## src/rtl/apb_master_bridge_pkg.sv

```systemverilog
// Shared APB4 definitions: bridge FSM states and width helpers.
// Also used by the interconnect and the APB slaves.
package apb_pkg;

  typedef enum logic [1:0] {
    ST_IDLE   = 2'd0,
    ST_SETUP  = 2'd1,
    ST_ACCESS = 2'd2,
    ST_RESP   = 2'd3
  } apb_state_e;

  // Number of PSTRB bits for a given data width.
  function automatic int strb_width(input int dw);
    return dw / 8;
  endfunction

  // Number of low address bits that must be zero for a full-width access.
  function automatic int align_bits(input int dw);
    return $clog2(dw / 8);
  endfunction

endpackage

```

## src/rtl/apb_master_bridge_if.sv

```systemverilog
// Core request/response port plus APB4 master signals of the bridge.
interface apb_master_bridge_if #(
  parameter int DW = 32,
  parameter int AW = 32
);
  import apb_pkg::*;
  localparam int SW = strb_width(DW);

  logic          req_valid_i;
  logic          req_ready_o;
  logic [AW-1:0] req_addr_i;
  logic          req_we_i;
  logic [DW-1:0] req_wdata_i;
  logic [SW-1:0] req_be_i;
  logic          rsp_valid_o;
  logic          rsp_ready_i;
  logic [DW-1:0] rsp_rdata_o;
  logic          rsp_err_o;
  logic [AW-1:0] PADDR_o;
  logic [DW-1:0] PWDATA_o;
  logic          PWRITE_o;
  logic [SW-1:0] PSTRB_o;
  logic          PSEL_o;
  logic          PENABLE_o;
  logic [DW-1:0] PRDATA_i;
  logic          PREADY_i;
  logic          PSLVERR_i;

  // The bridge side.
  modport master (
    input  req_valid_i, req_addr_i, req_we_i, req_wdata_i, req_be_i, rsp_ready_i,
           PRDATA_i, PREADY_i, PSLVERR_i,
    output req_ready_o, rsp_valid_o, rsp_rdata_o, rsp_err_o,
           PADDR_o, PWDATA_o, PWRITE_o, PSTRB_o, PSEL_o, PENABLE_o
  );

  // Core plus APB slave side, as seen by whoever drives the bridge.
  modport slave (
    output req_valid_i, req_addr_i, req_we_i, req_wdata_i, req_be_i, rsp_ready_i,
           PRDATA_i, PREADY_i, PSLVERR_i,
    input  req_ready_o, rsp_valid_o, rsp_rdata_o, rsp_err_o,
           PADDR_o, PWDATA_o, PWRITE_o, PSTRB_o, PSEL_o, PENABLE_o
  );
endinterface

```

## src/rtl/apb_master_bridge.sv

```systemverilog
// valid/ready core port to APB4 master, one transfer in flight, with
// misalignment, PSLVERR and PREADY-timeout errors reported on the response.
module apb_master_bridge
  import apb_pkg::*;
#(
  parameter int APB_DATA_WIDTH = 32,
  parameter int APB_ADDR_WIDTH = 32,
  parameter int TIMEOUT_CYCLES = 255
) (
  input  logic                clk,
  input  logic                rst_i,
  apb_master_bridge_if.master bus
);
  localparam int DW    = APB_DATA_WIDTH;
  localparam int AW    = APB_ADDR_WIDTH;
  localparam int SW    = strb_width(DW);
  localparam int CNT_W = (TIMEOUT_CYCLES < 2) ? 1 : $clog2(TIMEOUT_CYCLES);
  localparam logic [AW-1:0]    ALIGN_MASK = AW'((1 << align_bits(DW)) - 1);
  localparam logic [CNT_W-1:0] CNT_LAST   = CNT_W'(TIMEOUT_CYCLES - 1);

  apb_state_e     state, state_nxt;
  logic [AW-1:0]  addr_q;
  logic [DW-1:0]  wdata_q;
  logic [SW-1:0]  strb_q;
  logic           we_q;
  logic [DW-1:0]  rdata_q;
  logic           err_q;
  logic [CNT_W-1:0] cnt_q;

  logic accept, misaligned, timeout;

  assign accept     = (state == ST_IDLE) && bus.req_valid_i;
  assign misaligned = |(bus.req_addr_i & ALIGN_MASK);
  // PREADY on the last allowed cycle still completes normally.
  assign timeout    = (TIMEOUT_CYCLES != 0) && !bus.PREADY_i && (cnt_q == CNT_LAST);

  always_ff @(posedge clk or posedge rst_i) begin
    if (rst_i) state <= ST_IDLE;
    else       state <= state_nxt;
  end

  always_comb begin
    state_nxt = state;
    case (state)
      ST_IDLE:   if (bus.req_valid_i) state_nxt = misaligned ? ST_RESP : ST_SETUP;
      ST_SETUP:  state_nxt = ST_ACCESS;
      ST_ACCESS: if (bus.PREADY_i || timeout) state_nxt = ST_RESP;
      ST_RESP:   if (bus.rsp_ready_i) state_nxt = ST_IDLE;
      default:   state_nxt = ST_IDLE;
    endcase
  end

  always_comb begin
    bus.req_ready_o = (state == ST_IDLE);
    bus.PSEL_o      = (state == ST_SETUP) || (state == ST_ACCESS);
    bus.PENABLE_o   = (state == ST_ACCESS);
    bus.rsp_valid_o = (state == ST_RESP);
    bus.PADDR_o     = addr_q;
    bus.PWDATA_o    = wdata_q;
    bus.PSTRB_o     = strb_q;
    bus.PWRITE_o    = we_q;
    bus.rsp_rdata_o = rdata_q;
    bus.rsp_err_o   = err_q;
  end

  // Write data and strobes are zeroed at accept for reads, so the bus
  // outputs can come straight from the registers.
  always_ff @(posedge clk or posedge rst_i) begin
    if (rst_i) begin
      addr_q  <= '0;
      wdata_q <= '0;
      strb_q  <= '0;
      we_q    <= 1'b0;
      rdata_q <= '0;
      err_q   <= 1'b0;
      cnt_q   <= '0;
    end else begin
      if (accept) begin
        addr_q  <= bus.req_addr_i;
        we_q    <= bus.req_we_i;
        wdata_q <= bus.req_we_i ? bus.req_wdata_i : '0;
        strb_q  <= bus.req_we_i ? bus.req_be_i : '0;
        cnt_q   <= '0;
        if (misaligned) begin
          rdata_q <= '0;
          err_q   <= 1'b1;
        end
      end
      if (state == ST_ACCESS) begin
        if (bus.PREADY_i) begin
          rdata_q <= (!we_q && !bus.PSLVERR_i) ? bus.PRDATA_i : '0;
          err_q   <= bus.PSLVERR_i;
        end else begin
          cnt_q <= cnt_q + 1'b1;
          if (timeout) begin
            rdata_q <= '0;
            err_q   <= 1'b1;
          end
        end
      end
    end
  end

endmodule

```

## src/flat_wrapper.sv

```systemverilog
// flat-port wrapper written by rule: the top's interface ports become plain ports
module apb_master_bridge_flat import apb_pkg::*;
#(
  parameter int APB_DATA_WIDTH = 32,
  parameter int APB_ADDR_WIDTH = 32,
  parameter int TIMEOUT_CYCLES = 255
)
  (clk, rst_i, bus_req_valid_i, bus_req_addr_i, bus_req_we_i, bus_req_wdata_i, bus_req_be_i, bus_rsp_ready_i, bus_PRDATA_i, bus_PREADY_i, bus_PSLVERR_i, bus_req_ready_o, bus_rsp_valid_o, bus_rsp_rdata_o, bus_rsp_err_o, bus_PADDR_o, bus_PWDATA_o, bus_PWRITE_o, bus_PSTRB_o, bus_PSEL_o, bus_PENABLE_o);
  apb_master_bridge_if #(.DW((32)), .AW((32))) bus_i ();
  input  logic clk;
  input  logic rst_i;
  input wire logic [$bits(bus_i.req_valid_i)-1:0] bus_req_valid_i;
  input wire logic [$bits(bus_i.req_addr_i)-1:0] bus_req_addr_i;
  input wire logic [$bits(bus_i.req_we_i)-1:0] bus_req_we_i;
  input wire logic [$bits(bus_i.req_wdata_i)-1:0] bus_req_wdata_i;
  input wire logic [$bits(bus_i.req_be_i)-1:0] bus_req_be_i;
  input wire logic [$bits(bus_i.rsp_ready_i)-1:0] bus_rsp_ready_i;
  input wire logic [$bits(bus_i.PRDATA_i)-1:0] bus_PRDATA_i;
  input wire logic [$bits(bus_i.PREADY_i)-1:0] bus_PREADY_i;
  input wire logic [$bits(bus_i.PSLVERR_i)-1:0] bus_PSLVERR_i;
  output wire logic [$bits(bus_i.req_ready_o)-1:0] bus_req_ready_o;
  output wire logic [$bits(bus_i.rsp_valid_o)-1:0] bus_rsp_valid_o;
  output wire logic [$bits(bus_i.rsp_rdata_o)-1:0] bus_rsp_rdata_o;
  output wire logic [$bits(bus_i.rsp_err_o)-1:0] bus_rsp_err_o;
  output wire logic [$bits(bus_i.PADDR_o)-1:0] bus_PADDR_o;
  output wire logic [$bits(bus_i.PWDATA_o)-1:0] bus_PWDATA_o;
  output wire logic [$bits(bus_i.PWRITE_o)-1:0] bus_PWRITE_o;
  output wire logic [$bits(bus_i.PSTRB_o)-1:0] bus_PSTRB_o;
  output wire logic [$bits(bus_i.PSEL_o)-1:0] bus_PSEL_o;
  output wire logic [$bits(bus_i.PENABLE_o)-1:0] bus_PENABLE_o;
  assign bus_i.req_valid_i = bus_req_valid_i;
  assign bus_i.req_addr_i = bus_req_addr_i;
  assign bus_i.req_we_i = bus_req_we_i;
  assign bus_i.req_wdata_i = bus_req_wdata_i;
  assign bus_i.req_be_i = bus_req_be_i;
  assign bus_i.rsp_ready_i = bus_rsp_ready_i;
  assign bus_i.PRDATA_i = bus_PRDATA_i;
  assign bus_i.PREADY_i = bus_PREADY_i;
  assign bus_i.PSLVERR_i = bus_PSLVERR_i;
  assign bus_req_ready_o = bus_i.req_ready_o;
  assign bus_rsp_valid_o = bus_i.rsp_valid_o;
  assign bus_rsp_rdata_o = bus_i.rsp_rdata_o;
  assign bus_rsp_err_o = bus_i.rsp_err_o;
  assign bus_PADDR_o = bus_i.PADDR_o;
  assign bus_PWDATA_o = bus_i.PWDATA_o;
  assign bus_PWRITE_o = bus_i.PWRITE_o;
  assign bus_PSTRB_o = bus_i.PSTRB_o;
  assign bus_PSEL_o = bus_i.PSEL_o;
  assign bus_PENABLE_o = bus_i.PENABLE_o;
  apb_master_bridge #(.APB_DATA_WIDTH(APB_DATA_WIDTH), .APB_ADDR_WIDTH(APB_ADDR_WIDTH), .TIMEOUT_CYCLES(TIMEOUT_CYCLES)) u_core (.clk(clk), .rst_i(rst_i), .bus(bus_i));
endmodule
```

## config.mk

```make
export PLATFORM = sky130hd
export DESIGN_NAME = apb_master_bridge_flat
export DESIGN_NICKNAME = d
export VERILOG_FILES = /design/src/rtl/apb_master_bridge_pkg.sv /design/src/rtl/apb_master_bridge_if.sv /design/src/rtl/apb_master_bridge.sv /design/src/flat_wrapper.sv
export SDC_FILE = /design/constraint.sdc
export NUM_CORES = 1
export LEC_CHECK = 0
export CORE_UTILIZATION = 38
export CTS_CLUSTER_DIAMETER = 120
export DETAILED_ROUTE_END_ITERATION = 16
export PLACE_DENSITY = 0.78
export SETUP_SLACK_MARGIN = 0.5
export SLEW_MARGIN = 0
export SYNTH_ARGS = -nofsm -noshare
export SYNTH_HDL_FRONTEND = slang
export SYNTH_SLANG_ARGS = --single-unit
```

## constraint.sdc

```tcl
create_clock -name clk -period 3.95 [get_ports clk]
set_input_delay 0.79 -clock clk [delete_from_list [all_inputs] [get_ports clk]]
set_output_delay 0.79 -clock clk [all_outputs]
set_load 0.01 [all_outputs]
```

## Word-level counts from Yosys, hierarchy flattened

Cells that the tools add are included.

| cells by class | value |
|---|---|
| muxes and demuxes | 21 |
| reductions and logical operators | 11 |
| $add $sub $neg | 1 |
| equal/unequal tests | 7 |

Operator list:

| cell | count |
|---|---|
| 32-bit 2-to-1 mux | 7 |
| 8-bit 2-to-1 mux | 3 |
| 8-bit by 1-bit adder with 8-bit output (second input constant) | 1 |
| 8-bit == test (second input constant) | 1 |
| 2-bit 2-to-1 mux | 4 |
| 2-bit one-hot mux with 4 select lines | 1 |
| 1-bit 2-to-1 mux | 5 |
| 2-bit == test (second input constant) | 2 |
| 4-bit 2-to-1 mux | 1 |
| 2-bit != test (second input constant) | 2 |
| 1-bit logical AND | 3 |
| 1-bit zero test | 3 |
| 3-bit AND reduction | 1 |
| 2-bit by 1-bit == test with 1-bit output (second input constant) | 1 |
| 2-bit zero test | 1 |
| 1-bit logical OR | 2 |
| 2-bit by 1-bit != test with 1-bit output (second input constant) | 1 |
| 2-bit OR reduction | 1 |

| storage, ports and cells | value |
|---|---|
| register bits | 112 |
| input bits | 107 |
| word-level logic and storage cells | 48 |
| output and inout port bits | 106 |

## Longest topological paths before layout

| depth | value |
|---|---|
| depth in word-level cells | 6 |
| mapped depth | 7 |
| gate-level depth less buffers | 5 |

## Least setup slack after synthesis

Ideal clock, no wire load.

| path | value |
|---|---|
| path type | in2reg |
| start | input bus_PREADY_i |
| end | register u_core.cnt_q[7] |
| buffers on the path | 1 |
| library setup time | 0.069 ns |
| path slack | 2.258 ns |
| data required time | 3.881 ns |
| stages | 4 |
| arrival time | 1.623 ns |
| path through | nand2b_1 > buf_6 > or4_1 > nand3_1 |

| between the ends | value |
|---|---|
| word-level cells in the longest chain between the ends | 2 |

RTL lines:

| item | RTL line | RTL |
|---|---|---|
| start: declaration | flat_wrapper.sv:19 | `input wire logic [$bits(bus_i.PREADY_i)-1:0] bus_PREADY_i;` |
| 8-bit 2-to-1 mux | apb_master_bridge.sv:90 | `if (bus.PREADY_i) begin` |
| 8-bit 2-to-1 mux | apb_master_bridge.sv:89 | `if (state == ST_ACCESS) begin` |
| end signal: assignment | apb_master_bridge.sv:94 | `cnt_q <= cnt_q + 1'b1;` |
| end: declaration | apb_master_bridge.sv:28 | `logic [CNT_W-1:0] cnt_q;` |

No other way between the ends.
A chain may end at the register's enable or synchronous reset.

## Worst setup path in the final report

| path | value |
|---|---|
| start | register u_core.state[0] |
| end | output bus_PENABLE_o |

| between the ends | value |
|---|---|
| word-level cells in the longest chain between the ends | 1 |

RTL lines:

| item | RTL line | RTL |
|---|---|---|
| start: declaration | apb_master_bridge.sv:21 | `apb_state_e state, state_nxt;` |
| start signal: assignment | apb_master_bridge.sv:39 | `else state <= state_nxt;` |
| 2-bit == test | apb_master_bridge.sv:56 | `bus.PENABLE_o = (state == ST_ACCESS);` |
| end: declaration | flat_wrapper.sv:30 | `output wire logic [$bits(bus_i.PENABLE_o)-1:0] bus_PENABLE_o;` |

No other way between the ends.

==> key figures <==
Status
  • Run status: completed

Global route
  • Initial antenna violation count: 0
  • Grt ovf: 0
  • First-pass GRT wire length: 20100 um
  • Vias in the first global route: 4004
  • All-layer global routing usage: 19.3%
  • Largest net degree at the start of global routing: between 100 and 150

Timing
  • Final hold vios: 0
  • F_max: 0.389 GHz
  • Slack of the critical path: 1.38 ns
  • Setup violators final: 0
  • Final Max Slew Viols: 0
  • Slew Limit Headroom: 22.8%
  • Setup TNS: 0 ns
  • Skew final: 0.00422 ns
  • Minimum clock period: 2.57 ns
  • Worst-Margin Slew: roughly 1.2 ns
  • Final worst-path cycle share: 65.1%
  • RSZ-0062 raised after global routing: no

CTS
  • Post-CTS setup buffer count: 0
  • CTS Root Cell: clkbuf_16
  • Post-CTS Hold Buffers: 0
  • H-tree depth: 3
  • CTS tree: built
  • CTS Buf Count: 9
  • Reg clk slew, reported paths: 0.07 ns
  • CTS Sinks: 112
  • Clock buffer depth: 2
  • Clock latency on the worst-skew pair: between 0.3 and 0.4 ns
  • Post-CTS resize count: 0

Die
  • I/O pins: 213
  • Core ar.: 12700 um2
  • Die span in x: 116 um
  • Initial Utilization: between 30% and 40%
  • Site Rows: 41
  • Die Y: 116 um
  • Die area: 13500 um2

Synthesis
  • Synth Cell Area: 4940 um2
  • Avg Cell Area, Syn: 10.8 um2
  • Synthesis-stage register bit count: 112
  • Net count after synthesis: 570
  • Mapped Cells: 457
  • Sequential fraction of the synthesis area: around 57%
  • Syn. warnings: 0
  • Unique masters post-synth: 39

Min path
  • Hold WC Path Type: reg2reg
  • Min-Delay Path Depth: 2
  • Hold path endpoint: u_core.bus.PSTRB_o[3]
  • Hold path startpoint: u_core.bus.PSTRB_o[3]

Cells and area
  • Fraction of layout cells with a size suffix above 1: under 10%
  • Antenna Cells: 0
  • Area Overhead vs Synth: 51.4%
  • Non-Filler Instances: 824
  • NumNets Final: 760

Pwr
  • Clock share of power: 16.7%
  • Total power draw: 5.70 mW
  • Flop pwr share: between 30% and 40%
  • Sw Ratio: roughly 33%
  • Comb power frac: 46.8%
  • P per Cell Area: between 700 and 800 nW/um2
  • Leakage: a little over 3 nW
  • Net Sw Power: roughly 1.9 mW
  • Internal power: 3.79 mW
  • VDD IR max: 0.000296 V

Placed design
  • PortBufs: between 200 and 250
  • HPWL after DPL: approximately 8800 um
  • DP Worst Slack: ~1.2 ns
  • Dpl cells: 808
  • Placer Congestion: ~0.77

Critical path
  • Worst path required time: 3.16 ns
  • Worst R2R Setup Slack: 1.75 ns
  • WS Path Type: reg2out
  • Worst R2R Path Depth: 5
  • RR Endpoint: u_core.bus.rsp_rdata_o[22]
  • Endpoint type of the worst setup path: primary output
  • Startpoint types: flip-flop
  • Max Fanout on Critical Path: 8
  • Worst R2R Start: u_core.state[0]
  • Worst Path Arrival: 1.78 ns

Drt
  • Wire per inst: 15.7 um
  • Via count: 4213
  • WL final: ~13000 um
  • Residual DRC: 0
  • Via density: 5.11
  • Drt pass-1 iters: 4
  • Antenna Nets Post-Route: 0
  • Iter 0 DRT Violations: 271

Run
  • Max-cap violations: 0
## critical path, stage by stage (launching register included)
cell	delay (ns)
dfrtp_1	0.39
inv_1	0.12
ha_1	0.32
clkdlybuf4s50_1	0.61
## flip-flops by register name, indices dropped and copies added, names as in the netlist
signal / flops
u_core.bus.rsp_rdata_o: 32
u_core.bus.PSTRB_o: 4
u_core.bus.PADDR_o: 32
u_core.bus.PWDATA_o: 32
u_core.cnt_q: 8
u_core.state: 2
u_core.bus.rsp_err_o: 1
u_core.bus.PWRITE_o: 1
## cells in the final DEF (no fill, tap or decap), types with 2 or more instances in the layout
cell type / netlist / layout
clkdlybuf4s50_1: 0 / 212
dfrtp_1: 112 / 112
nand2_1: 81 / 80
o21ai_0: 54 / 54
mux2_2: 33 / 33
nand3b_1: 33 / 33
a32oi_1: 32 / 32
o21ai_1: 20 / 20
clkbuf_16: 0 / 9
inv_1: 8 / 7
nand3_1: 7 / 7
ha_1: 6 / 6
o211ai_1: 4 / 4
buf_4: 1 / 4
a31oi_1: 3 / 3
or4_1: 3 / 3
nor2_1: 3 / 3
clkbuf_8: 0 / 3
nor2b_1: 2 / 2
## cell usage after synthesis
| master | count | area share [%] |
|---|---|---|
| nand2b_1 | 1 | 0.13 |
| nor3b_1 | 1 | 0.15 |
| nand3_1 | 7 | 0.71 |
| and4bb_1 | 1 | 0.25 |
| ha_1 | 6 | 1.5 |
| o21a_1 | 1 | 0.15 |
| nor3_1 | 1 | 0.10 |
| mux2_2 | 33 | 7.5 |
| o211ai_1 | 4 | 0.61 |
| buf_2 | 16 | 1.6 |
| dfrtp_1 | 112 | 57 |
| a31oi_1 | 3 | 0.38 |
| mux2i_1 | 1 | 0.20 |
| buf_6 | 1 | 0.23 |
| nor2_1 | 3 | 0.23 |
| a2bb2oi_1 | 1 | 0.18 |
| clkbuf_2 | 2 | 0.20 |
| nand4_2 | 1 | 0.25 |
| nand4_1 | 1 | 0.13 |
| nand2_1 | 81 | 6.2 |
| a21oi_1 | 1 | 0.10 |
| o31a_2 | 1 | 0.20 |
| a21boi_0 | 1 | 0.15 |
| buf_1 | 1 | 0.076 |
| or4_1 | 3 | 0.46 |
| o211a_1 | 1 | 0.20 |
| nand3b_1 | 33 | 5.0 |
| clkbuf_1 | 17 | 1.3 |
| o22ai_1 | 1 | 0.13 |
| nor2b_1 | 2 | 0.25 |
| and2b_2 | 1 | 0.18 |
| o21ai_0 | 54 | 5.5 |
| a32oi_1 | 32 | 5.7 |
| o311a_2 | 1 | 0.23 |
| inv_1 | 8 | 0.61 |
| a41oi_1 | 1 | 0.18 |
| o21ai_1 | 20 | 2.0 |
| nor2_2 | 1 | 0.13 |
| buf_4 | 1 | 0.15 |
## through the flow
stage / hold slack [ns] / util, % / area [um2]
final: 0.480 / 59.0 / 7480
after global routing: 0.516 / 59.0 / 7480
after CTS: 0.485 / 59.0 / 7480
after detailed placement: 0.469 / 56.5 / 7160
after global placement: 0.460 / 56.5 / 7160
after floorplan: 0.466 / - / 4940
## cell families after synthesis
group                      count (synthesis)  synth area share [%]
and+or+nand+nor                          137                  14.1
AOI/OAI and AO/OA                        122                  15.7
muxes                                     34                  7.73
DFF                                      112                  56.8
buffers and inverters                     46                  4.18
adders and majority gates                  6                  1.52
## worst max path at each step
stage | start | endpoint | slack [ns] | cells past startpoint
3_5_place_dp | bus_req_valid_i | u_core.cnt_q[6] | 1.21 | 4
6_report | u_core.state[0] | bus_PENABLE_o | 1.38 | 3
2_1_floorplan | rst_i | u_core.bus.PADDR_o[0] | 1.80 | 1
5_1_grt | u_core.state[0] | bus_PENABLE_o | 1.29 | 3
3_3_place_gp | bus_req_valid_i | u_core.cnt_q[0] | 1.31 | 4
4_1_cts | u_core.state[0] | bus_PENABLE_o | 1.36 | 3
## routing by layer
layer	routed length [um]	track usage (%)	up-vias	part of all wire [%]
met2	6770	33.1	130	52
met1	5110	23.7	2051	40
met5	0	0	-	0
met3	759	3.92	19	5.9
li1	-	-	2013	-
met4	263	7.86	0	2.0
## power by group through the flow
stage / Sequential, mW / Combinational, mW / Clock (mW)
6_report: 2.08 / 2.66 / 0.950
5_1_grt: 2.16 / 2.90 / 1.03
2_1_floorplan: 2.30 / 0.993 / 0
3_3_place_gp: 2.07 / 2.61 / 0
4_1_cts: 2.09 / 2.69 / 0.981
3_5_place_dp: 2.10 / 2.68 / 0
## final cells by class
type	count	area, um2
Fill cell	1045	5190
Sequential cell	112	2800
Timing Repair Buffer	217	2170
Multi-Input combinational cell	299	1940
Clock buffer	13	270
Tap cell	172	215
Clock inverter	3	47.5
Inverter	8	33.8
(Power assumes the default switching activity.)
